### src/rtl/load_store_unit.sv
// ============================================================================
// Module  : load_store_unit
// Brief   : Byte-addressed load/store front end for a word-addressed memory.
// Revision: 1.0
// ============================================================================
`default_nettype none

module load_store_unit #(
    parameter int MEM_WORDS = 1024
) (
    input  logic        clk,
    input  logic        rst_n,
    input  logic        i_req_valid,
    output logic        o_req_ready,
    input  logic        i_req_we,
    input  logic [1:0]  i_req_size,
    input  logic        i_req_unsigned,
    input  logic [31:0] i_req_addr,
    input  logic [31:0] i_req_wdata,
    output logic        o_resp_valid,
    input  logic        i_resp_ready,
    output logic [31:0] o_resp_rdata,
    output logic        o_resp_err,
    output logic        o_mem_enable,
    output logic        o_mem_rw,
    output logic [31:0] o_mem_ain,
    output logic [31:0] o_mem_din,
    input  logic [31:0] i_mem_dout
);

    localparam logic [31:0] C_MEM_WORDS = 32'(MEM_WORDS);

    localparam logic [2:0] S_IDLE  = 3'd0;
    localparam logic [2:0] S_RD    = 3'd1;
    localparam logic [2:0] S_CAP   = 3'd2;
    localparam logic [2:0] S_MERGE = 3'd3;
    localparam logic [2:0] S_WR    = 3'd4;
    localparam logic [2:0] S_RESP  = 3'd5;

    logic [2:0]  r_state;
    logic [2:0]  w_next;
    logic        r_we;
    logic [1:0]  r_size;
    logic        r_unsigned;
    logic [1:0]  r_lane;
    logic [15:0] r_wdata;
    logic [31:0] r_ain;
    logic [31:0] r_din;
    logic [31:0] r_rdata;
    logic        r_err;

    logic        w_accept;
    logic        w_err;
    logic [4:0]  w_lane_sh;
    logic [31:0] w_shift;
    logic [31:0] w_load;
    logic [31:0] w_mask;
    logic [31:0] w_merged;

    assign w_accept  = i_req_valid && o_req_ready;
    assign w_lane_sh = {r_lane, 3'b000};
    assign w_shift   = i_mem_dout >> w_lane_sh;

    always_comb begin
        w_err = 1'b0;
        case (i_req_size)
            2'b00:   w_err = 1'b0;
            2'b01:   w_err = i_req_addr[0];
            2'b10:   w_err = |i_req_addr[1:0];
            default: w_err = 1'b1;
        endcase
        if ({2'b00, i_req_addr[31:2]} >= C_MEM_WORDS) begin
            w_err = 1'b1;
        end
    end

    // Lane data is shifted down to bit 0 before extension.
    always_comb begin
        w_load = 32'h0;
        case (r_size)
            2'b00:   w_load = {{24{~r_unsigned & w_shift[7]}}, w_shift[7:0]};
            2'b01:   w_load = {{16{~r_unsigned & w_shift[15]}}, w_shift[15:0]};
            2'b10:   w_load = i_mem_dout;
            default: w_load = 32'h0;
        endcase
    end

    always_comb begin
        w_mask   = 32'h0;
        w_merged = i_mem_dout;
        if (r_size == 2'b00) begin
            w_mask   = 32'h0000_00FF << w_lane_sh;
            w_merged = (i_mem_dout & ~w_mask) | ({24'h0, r_wdata[7:0]} << w_lane_sh);
        end else if (r_size == 2'b01) begin
            w_mask   = 32'h0000_FFFF << w_lane_sh;
            w_merged = (i_mem_dout & ~w_mask) | ({16'h0, r_wdata} << w_lane_sh);
        end
    end

    always_ff @(posedge clk or negedge rst_n) begin
        if (!rst_n) begin
            r_state <= S_IDLE;
        end else begin
            r_state <= w_next;
        end
    end

    always_comb begin
        w_next = r_state;
        case (r_state)
            S_IDLE: begin
                if (w_accept) begin
                    if (w_err)                                  w_next = S_RESP;
                    else if (i_req_we && i_req_size == 2'b10)   w_next = S_WR;
                    else                                        w_next = S_RD;
                end
            end
            S_RD:    w_next = r_we ? S_MERGE : S_CAP;
            S_CAP:   w_next = S_RESP;
            S_MERGE: w_next = S_WR;
            S_WR:    w_next = S_RESP;
            S_RESP:  w_next = i_resp_ready ? S_IDLE : S_RESP;
            default: w_next = S_IDLE;
        endcase
    end

    always_comb begin
        o_req_ready  = (r_state == S_IDLE) && rst_n;
        o_resp_valid = (r_state == S_RESP);
        o_mem_enable = (r_state == S_RD) || (r_state == S_WR);
        o_mem_rw     = (r_state == S_WR);
    end

    always_ff @(posedge clk or negedge rst_n) begin
        if (!rst_n) begin
            r_we       <= 1'b0;
            r_size     <= 2'b00;
            r_unsigned <= 1'b0;
            r_lane     <= 2'b00;
            r_wdata    <= 16'h0;
            r_ain      <= 32'h0;
            r_din      <= 32'h0;
            r_rdata    <= 32'h0;
            r_err      <= 1'b0;
        end else begin
            if (w_accept) begin
                r_we       <= i_req_we;
                r_size     <= i_req_size;
                r_unsigned <= i_req_unsigned;
                r_lane     <= i_req_addr[1:0];
                r_wdata    <= i_req_wdata[15:0];
                r_ain      <= {2'b00, i_req_addr[31:2]};
                r_rdata    <= 32'h0;
                r_err      <= w_err;
                if (i_req_we && i_req_size == 2'b10) begin
                    r_din <= i_req_wdata;
                end
            end
            if (r_state == S_CAP) begin
                r_rdata <= w_load;
            end
            if (r_state == S_MERGE) begin
                r_din <= w_merged;
            end
        end
    end

    assign o_resp_rdata = r_rdata;
    assign o_resp_err   = r_err;
    assign o_mem_ain    = r_ain;
    assign o_mem_din    = r_din;

endmodule

`default_nettype wire

### config.mk
export PLATFORM = sky130hd
export DESIGN_NAME = load_store_unit
export DESIGN_NICKNAME = d
export VERILOG_FILES = /design/src/rtl/load_store_unit.sv
export SDC_FILE = /design/constraint.sdc
export NUM_CORES = 1
export LEC_CHECK = 0
export BUFFER_PORTS_ARGS = -buffer_cell sky130_fd_sc_hd__buf_2
export CAP_MARGIN = 20
export CORE_AREA = 5 5 148 150
export DETAILED_ROUTE_END_ITERATION = 16
export DIE_AREA = 0 0 153 155
export SETUP_SLACK_MARGIN = 0.1
export SLEW_MARGIN = 15
export SYNTH_ARGS = -nofsm -noshare
export SYNTH_HDL_FRONTEND = slang
export SYNTH_SLANG_ARGS = --single-unit
### constraint.sdc
create_clock -name clk -period 4.2 [get_ports clk]
set_clock_uncertainty 0.15 [all_clocks]
set_input_delay 0.84 -clock clk [delete_from_list [all_inputs] [get_ports clk]]
set_output_delay 0.84 -clock clk [all_outputs]
set_load 0.01 [all_outputs]
==> results.md, run 1 <==
- Pwr per Cell Area: 757 mW/mm^2
- Hold Crit Class: in2async
- Worst vdd ir: 0.000354 V
- Max_slew headroom: 29.7%
- GRT Overall Usage: roughly 17%
- Port Buffers: between 200 and 250
- Non-filler cells in the finished layout: 1,107
- Fin util: 38.1%
- Share of the synthesized area in the top cell type: 50.2%
- CTS Hold Bufs: 0
- Combinational group share of total power: 39.6%
- Outcome: completed
- Crit-path leading delay family: simple AND/OR/NAND/NOR gates
- Die area: 0.0237 mm^2
- Syn avg cell area: roughly 9.5 um^2
- Setup Fix Bufs, Post-CTS: 0
- DRT antenna net count: 0
- Initial drt markers: 495
- Core box area: 0.0206 mm^2
- DP HPWL: 15,600 um
- Die height: 155 um
- Internal power: ~0.0036 W
- Final Critical Period: 2.70 ns
- Prevailing post-synth register cell: dfrtp_1
- Synth cell count leaders: nand2_1 (174), dfrtp_1 (120), a21oi_1 (55)
- Critical path class: reg2reg
- RSZ-0062 raised after global routing: no
- Slew at the pin closest to its max-slew limit: approximately 1.1 ns
- CTS clk-pin slew, worst paths: about 0.06 ns
- Floorplan row count: 53
- DRC viols: 0
- Final Setup Violations: 0
- Antenna violations before repair: 6
- Post_cts resized: 0
- Switching share of power: 40.1%
- Final hold violations: 0
- Top-count cell post-synth: nand2_1
- DIE WIDTH: ~150 um
- Number of synthesized flops with an enable pin: 0
- Wire length per cell: 18.8 um
- Asr flop ratio synth: 100%
- Final wirelength: 20,800 um
- Sequential area share after synthesis: 50.2%
- Crit share post-route: between 60% and 70%
- Arr. time, crit path: 2.89 ns
- Placed Instances: 1,071
- Max Root-Sink Buffers: 2
- CTS tree: done
- GP Congestion: 0.858
- Post-route setup TNS: 0 ns
- I/O pin count: 205
- Total Power Consumption: 0.00593 W
- Yosys top cell by area: dfrtp_1
- Critical path, cell by cell: buf_4, nor2b_1, a22oi_1, or2_2, a21oi_1
- Yosys reg bits: 120
- Vias per cell: slightly below 5
- Crit. End Element: register
- Static Leak: 3.75 nW
- Crit path buf inv count: 1
- Critical path required time: 4.39 ns
- Clock power frac: 25.1%
- First-pass GRT wire length: around 32,000 um
- # Max-Cap Violations: 0
- Final net count: around 900
- Post-Syn Area: 0.00598 mm^2
- Gr ovfl total: 0
- Vias post-DR: 5,486
- Crit-path slowest cell: nor2b_1
- Root Buffer: clkbuf_16
- Gate Count Post-Synth: 628
- Layout cells sized above 1: between 30% and 40%
- H-tree level count: 4
- Sequential share of power: 35.4%
- Crit-path max FO: 14
- Critical Path Max Stage Delay: 0.85 ns
- Psw: between 0.002 and 0.0025 W
- Clock sink count: 120
- Vias in the first global route: 5,506
- Largest cells by area after synthesis: dfrtp_1 (50%), nand2_1 (11%), mux2i_1 (5.7%), a221oi_1 (5.0%), a21oi_1 (4.6%)
- Max-slew violations: 0
- First-pass DRT Iterations: 6
- CTS Buf Count: 17
- Largest net degree at the start of global routing: 50
- Layout area overhead: 30.9%
- Clk Latency, worst-skew pair: between 0.4 and 0.5 ns
- Ys Warns: 0
- Starting Density: 29.1%
- Critical Path Source Type: register
- Hold Slack: 0.208 ns
- Yosys cell types: 45
- FMAX: 371 MHz
-- worst paths after layout --
| path | to | slack (ns) | depth (start not counted) | start |
|---|---|---|---|---|
| worst min-delay path | o_mem_ain[3] | 0.21 | 1 | rst_n |
| worst max-delay path | o_resp_rdata[3] | 1.50 | 5 | r_lane[1] |
| max in group asynchronous | r_wdata[13] | 2.70 | 2 | rst_n |
| worst min register to register | o_mem_ain[2] | 0.32 | 2 | o_mem_ain[2] |
| min in group clk | o_mem_ain[2] | 0.32 | 2 | o_mem_ain[2] |
| worst max register to register | o_resp_rdata[3] | 1.50 | 5 | r_lane[1] |
-- worst register-to-register path, stage by stage, from the launching register on --
cell	delay, ns
dfrtp_1	0.57
buf_4	0.28
nor2b_1	0.86
a22oi_1	0.30
or2_2	0.34
a21oi_1	0.13
-- layout make-up --
type                    instances  area [um^2]
fillers                      2123        12700
flip-flops and latches        120         3000
multi-input cells             455         2740
repair buffers                215         1110
clock buffers                  18          429
well taps                     275          344
clock inverters                14          174
inverters                       6         22.5
diodes                          4         10.0
-- stage by stage --
stage	area, um^2	setup slack, ns
2_1_floorplan	5990	1.97
3_3_place_gp	7220	1.38
3_5_place_dp	7220	1.36
4_1_cts	7820	1.57
5_1_grt	7830	1.32
6_report	7830	1.50
-- cell families (layout without fill, tap and decap cells) --
logic type                 after synthesis  after routing  synth area share [%]
and+or+nand+nor                        232            232                  17.0
adders and majority gates                4              4                 0.837
AOI/OAI and AO/OA                      174            174                  19.9
muxes                                   43             43                  7.57
buffers and inverters                   54            253                  4.43
other                                    1              6                0.0627
DFF                                    120            120                  50.2
-- power groups by stage --
stage,clock [W],sequential (W),combinational (W)
floorplan,0,0.00215,0.00133
global placement,0,0.00210,0.00233
detailed placement,0,0.00210,0.00236
CTS,0.00151,0.00209,0.00237
global route,0.00157,0.00217,0.00261
finish,0.00149,0.00210,0.00235
-- layer usage --
metal / wire [um] / up-vias / global-route usage [%] / part of all wire (%)
li1: - / 2634 / - / -
met1: 8720 / 2617 / 22.0 / 42
met2: 10000 / 203 / 27.7 / 48
met3: 1680 / 26 / 5.87 / 8.1
met4: 372 / 6 / 5.94 / 1.8
met5: 37 / - / 0 / 0.18
-- layout by cell type (no fill, tap or decap), types with 8 or more instances in the layout --
cell       Yosys  layout
mux2i_1       34      34
o21ai_0       21      21
buf_4          2      14
clkbuf_16      0      17
a21oi_1       55      55
a22o_1         8       8
buf_2         11     201
a221oi_1      34      34
a32o_1         9       9
dfrtp_1      120     120
mux2_2         8       8
a21o_1         8       8
a22oi_1       30      30
or2_2          8       8
nand2_1      174     174
-- flip-flops by register name, indices dropped and copies added, names as in the netlist, 2 cells and up --
register and count:
o_mem_ain 30, o_mem_din 32, o_resp_rdata 32, r_lane 2, r_size 2, r_state 3
r_wdata 16
No activity file was read; power rests on OpenSTA's default activity.
==> run 2: changes to the inputs <==
==> constraint.sdc (replaced) <==
create_clock -name clk -period 2.7 [get_ports clk]
set_clock_uncertainty 0.15 [all_clocks]
set_input_delay 0.54 -clock clk [delete_from_list [all_inputs] [get_ports clk]]
set_output_delay 0.54 -clock clk [all_outputs]
set_load 0.01 [all_outputs]
==> results.md, run 2 (synthesis results as in run 1) <==
- Outcome: completed
- Gr ovfl total: 0
- Clock power frac: between 20 and 30%
- CTS clk-pin slew, worst paths: ~0.06 ns
- Worst vdd ir: ~0.0005 V
- GP Congestion: 0.872
- Switching share of power: about two fifths
- DIE WIDTH: 153 um
- Commonest non-fill, non-tap cell in the layout: buf_2
- Total Power Consumption: 0.00939 W
- Footprint of the multi-input gates: between 0.002 and 0.003 mm^2
- Initial drt markers: 379
- GRT Overall Usage: 17.2%
- Vias in the first global route: 5,503
- Slew at the pin closest to its max-slew limit: roughly 1.1 ns
- CTS Buf Count: 17
- Largest net degree at the start of global routing: 65
- Post-route setup TNS: 0 ns
- Crit. End Element: register
- Layout cells sized above 1: 33.1%
- Fill cells: 2,165
- Fin util: 38.7%
- Critical path, cell by cell: buf_4, nor2b_1, o21ai_1, a221oi_1, a21oi_1
- Post_cts resized: 0
- RSZ-0062 raised after global routing: no
- Static Leak: 3.82 nW
- Combinational group share of total power: 40.2%
- Root Buffer: clkbuf_16
- Final net count: between 900 and 1k
- Clock sink count: 120
- Internal power: approximately 0.0057 W
- Port Buffers: 202
- Worst path depth: 5
- CTS tree: done
- Max-slew violations: 0
- Core box area: 0.0206 mm^2
- Final setup margin: 0.198 ns
- H-tree level count: 4
- Hold Crit Class: in2async
- Layout area overhead: 33.1%
- Psw: 0.00366 W
- Die height: 155 um
- Max_slew headroom: between 20% and 30%
- Floorplan row count: 53
- Antenna violations before repair: 5
- Crit-path slowest cell: nor2b_1
- Critical path required time: 2.84 ns
- First-pass DRT Iterations: 7
- Crit path buf inv count: 1
- # Max-Cap Violations: 0
- Final Critical Period: 2.50 ns
- Post-place setup slack: 0.252 ns
- Worst Reg-to-Reg Cells: 5
- Die area: 0.0237 mm^2
- Arr. time, crit path: between 2 and 3 ns
- Final hold violations: 0
- Clk Latency, worst-skew pair: slightly above 0.4 ns
- Pwr per Cell Area: 1180 mW/mm^2
- Commonest cells after routing, fill and taps aside: buf_2 (201), nand2_1 (174), dfrtp_1 (120)
- Final wirelength: 20,800 um
- Vias post-DR: approximately 5.6k
- Critical Path Max Stage Delay: 0.57 ns
- Starting Density: 29.1%
- Sequential share of power: 33.9%
- Critical Path Source Type: register
- Register Area: approximately 0.0030 mm^2
- First-pass GRT wire length: 31,700 um
- DP HPWL: 15,700 um
- Critical path class: reg2reg
- Crit-path max FO: 14
- Final Setup Violations: 0
- Max Root-Sink Buffers: 2
- Crit-path leading delay family: compound AO/OA/AOI/OAI gates
- FMAX: 400 MHz
- DRT antenna net count: 0
- DRC viols: 0
- Crit share post-route: 92.7%
- Wire length per cell: 18.7 um
- Vias per cell: 5.04
- I/O pin count: between 200 and 250
run 2: cell count changes in the layout (fill, tap and decap cells not counted), moves of 2 or more:
cell / change
inv_6: -2
clkinv_4: -2
diode_2: -2
buf_4: +5
clkbuf_8: +2
buf_12: +3
run 2: cell type report:
class	count	area share (%)
diodes	2	0.0629
clock buffers	21	5.78
clock inverters	11	2.15
inverters	6	0.283
multi-input cells	455	34.4
flip-flops and latches	120	37.7
well taps	275	4.32
repair buffers	224	15.3
run 2: path summary, 6_finish.rpt:
| path | startpoint | to | slack, ns |
|---|---|---|---|
| max | r_lane[1] | o_mem_din[15] | 0.20 |
| min | rst_n | o_mem_ain[5] | 0.05 |
| max reg2reg | r_lane[1] | o_mem_din[15] | 0.20 |
| min reg2reg | o_mem_ain[12] | o_mem_ain[12] | 0.32 |
| max in group asynchronous | rst_n | o_mem_din[22] | 1.28 |
| min in group clk | i_req_addr[8] | o_mem_ain[6] | 0.16 |
run 2: metal layers:
| layer | GRT usage (%) | routed length [um] |
|---|---|---|
| met5 | 0 | 32 |
| met4 | 5.85 | 374 |
| met3 | 6.65 | 1770 |
| met2 | 26.9 | 9920 |
| met1 | 21.9 | 8680 |
run 2: power groups by stage:
stage	logic, W	clock network, W	registers, W
after detailed placement	0.00381	0	0.00320
after global routing	0.00418	0.00255	0.00329
after CTS	0.00382	0.00247	0.00318
after global placement	0.00377	0	0.00319
final	0.00377	0.00243	0.00318
after floorplan	0.00207	0	0.00335
run 2: repair_timing:
action | 4_1_cts | 5_1_grt
hold buffers | 1 | 0
hold endpoints to repair | 8 | 0
buffers inserted | 0 | 0
run 2: metrics by stage:
stage	hold WS, ns	std cells	cell area [um^2]
after floorplan	0.0944	629	5990
after global placement	0.250	1079	7310
after detailed placement	0.252	1079	7310
after CTS	0.0530	1112	7960
after global routing	0.0780	1114	7960
final	0.0544	1114	7960
==> run 3: changes to the inputs <==
--- a/config.mk
+++ b/config.mk
@@ -5,7 +5,7 @@
 export SDC_FILE = /design/constraint.sdc
 export NUM_CORES = 1
 export LEC_CHECK = 0
-export BUFFER_PORTS_ARGS = -buffer_cell sky130_fd_sc_hd__buf_2
+export BUFFER_PORTS_ARGS = -buffer_cell sky130_fd_sc_hd__clkbuf_2
 export CAP_MARGIN = 20
 export CORE_AREA = 5 5 148 150
 export DETAILED_ROUTE_END_ITERATION = 16
==> results.md, run 3 (synthesis results as in run 1) <==
- DRC viols: 0
- Clock sink count: 120
- CTS Buf Count: 17
- Vias post-DR: 5,612
- First-pass GRT wire length: between 30,000 and 40,000 um
- GRT Overall Usage: 17.5%
- Non-filler cells in the finished layout: 1,109
- Die height: between 150 and 200 um
- Sequential share of power: 33.8%
- Worst Hold Path EP: o_mem_ain[5]
- Worst Reg-to-Reg Cells: 4
- Core box area: 0.0206 mm^2
- Hold path depth: 3
- Die area: 0.0237 mm^2
- Final net count: approximately 930
- Placed Instances: around 1.1k
- Outcome: completed
- First-pass DRT Iterations: 6
- Pwr per Cell Area: 1200 mW/mm^2
- Gr ovfl total: 0
- Worst Min Path Start: i_req_addr[7]
- Fin util: 38.9%
- CTS Hold Bufs: 1
- Slew at the pin closest to its max-slew limit: just under 0.7 ns
- Reg2reg start: r_lane[1]
- Final Critical Period: 2.36 ns
- Psw: 0.00371 W
- Clk Latency, worst-skew pair: 0.42 ns
- Final hold violations: 0
- Arr. time, crit path: between 2 and 2.5 ns
- DIE WIDTH: 153 um
- Combinational group share of total power: 39.4%
- Switching share of power: 38.8%
- Commonest non-fill, non-tap cell in the layout: clkbuf_2
- Commonest cells after routing, fill and taps aside: clkbuf_2 (201), nand2_1 (174), dfrtp_1 (120)
- RSZ-0062 raised after global routing: no
- Crit. End Element: register
- Max Root-Sink Buffers: 2
- Worst reg2reg setup slack: 0.34 ns
- Post_cts resized: 0
- Max_slew headroom: 54.8%
- Crit share post-route: 87.5%
- Worst flop-to-flop path endpoint: o_mem_din[14]
- FMAX: 423 MHz
- Fill cells: ~2.1k
- Worst vdd ir: roughly 0.0005 V
- Largest net degree at the start of global routing: 65
- Crit-path max FO: 14
- DP HPWL: 15,700 um
- DRT antenna net count: 0
- Static Leak: between 3 and 4 nW
- Critical path class: reg2reg
- I/O pin count: slightly above 200
- Root Buffer: clkbuf_16
- Hold Crit Class: in2reg
- H-tree level count: 4
- Critical Path Source Type: register
- Vias in the first global route: 5,669
- Antenna violations before repair: 1
- Max-slew violations: 0
- Setup Fix Bufs, Post-CTS: 0
- Register Area: 0.00300 mm^2
- Placed cell area: 0.00730 mm^2
- Wire length per cell: ~19 um
- Vias per cell: 5.06
- Clock power frac: 26.9%
- CTS tree: done
- Layout cells sized above 1: 33.1%
- Finished Cell Area: 0.00799 mm^2
- Initial drt markers: 441
- CTS clk-pin slew, worst paths: approximately 0.06 ns
- Layout area overhead: 33.6%
- Post-route setup TNS: 0 ns
- Floorplan row count: 53
- Starting Density: 29.1%
- Footprint of the multi-input gates: between 0.002 and 0.003 mm^2
- Final wirelength: 21,000 um
- Final Setup Violations: 0
- Port Buffers: ~200
- Critical path required time: 2.83 ns
- GP Congestion: 0.872
- Antenna diode count: 0
- # Max-Cap Violations: 0
- Internal power: 0.00586 W
run 3: cell count changes in the layout (fill, tap and decap cells not counted), sizes merged, moves of 2 or more:
| cell | before | now |
|---|---|---|
| buf | 223 | 19 |
| clkbuf | 21 | 223 |
| clkinvlp | 5 | 1 |
| diode | 2 | 0 |
run 3: metrics by stage:
step	hold slack, ns	setup WS, ns	total power [W]
after floorplan	0.0944	0.475	0.00542
after global placement	0.243	0.306	0.00699
after detailed placement	0.243	0.194	0.00703
after CTS	0.137	0.154	0.00966
after global routing	0.155	0.219	0.0102
final	0.156	0.338	0.00957
run 3: routing by layer:
layer,vias up,global-route usage (%),share of wire [%]
met5,-,0,0.095
met4,2,7.55,3.5
met3,53,6.79,8.9
met2,222,27.3,46
met1,2696,21.7,41
li1,2639,-,-
run 3: cell type report:
cell class / instances / share of cell area, %
Clock buffer: 22 / 6.06
Clock inverter: 10 / 2.36
Inverter: 6 / 0.282
Multi-Input combinational cell: 455 / 34.3
Sequential cell: 120 / 37.6
Tap cell: 275 / 4.31
Timing Repair Buffer: 221 / 15.1
run 3: critical path, stage by stage, from the launching register on:
cell	delay, ns
dfrtp_1	0.55
nor2b_1	0.61
o21ai_1	0.38
a221oi_1	0.46
a21oi_1	0.07
run 3: power groups by stage:
stage | sequential (W) | combinational (W) | clock (W)
floorplan | 0.00335 | 0.00207 | 0
global placement | 0.00324 | 0.00375 | 0
detailed placement | 0.00325 | 0.00378 | 0
CTS | 0.00323 | 0.00380 | 0.00263
global route | 0.00334 | 0.00418 | 0.00272
finish | 0.00323 | 0.00377 | 0.00257
run 3: worst max-delay path by stage:
stage                         from          endpoint  slack (ns)  depth (start not counted)
floorplan                r_lane[0]     o_mem_din[16]        0.47                          9
global placement    i_mem_dout[23]  o_resp_rdata[22]        0.31                          5
detailed placement       r_lane[1]  o_resp_rdata[25]        0.19                          4
CTS                      r_lane[1]  o_resp_rdata[26]        0.15                          4
global route             r_lane[1]     o_mem_din[14]        0.22                          4
finish                   r_lane[1]     o_mem_din[14]        0.34                          4
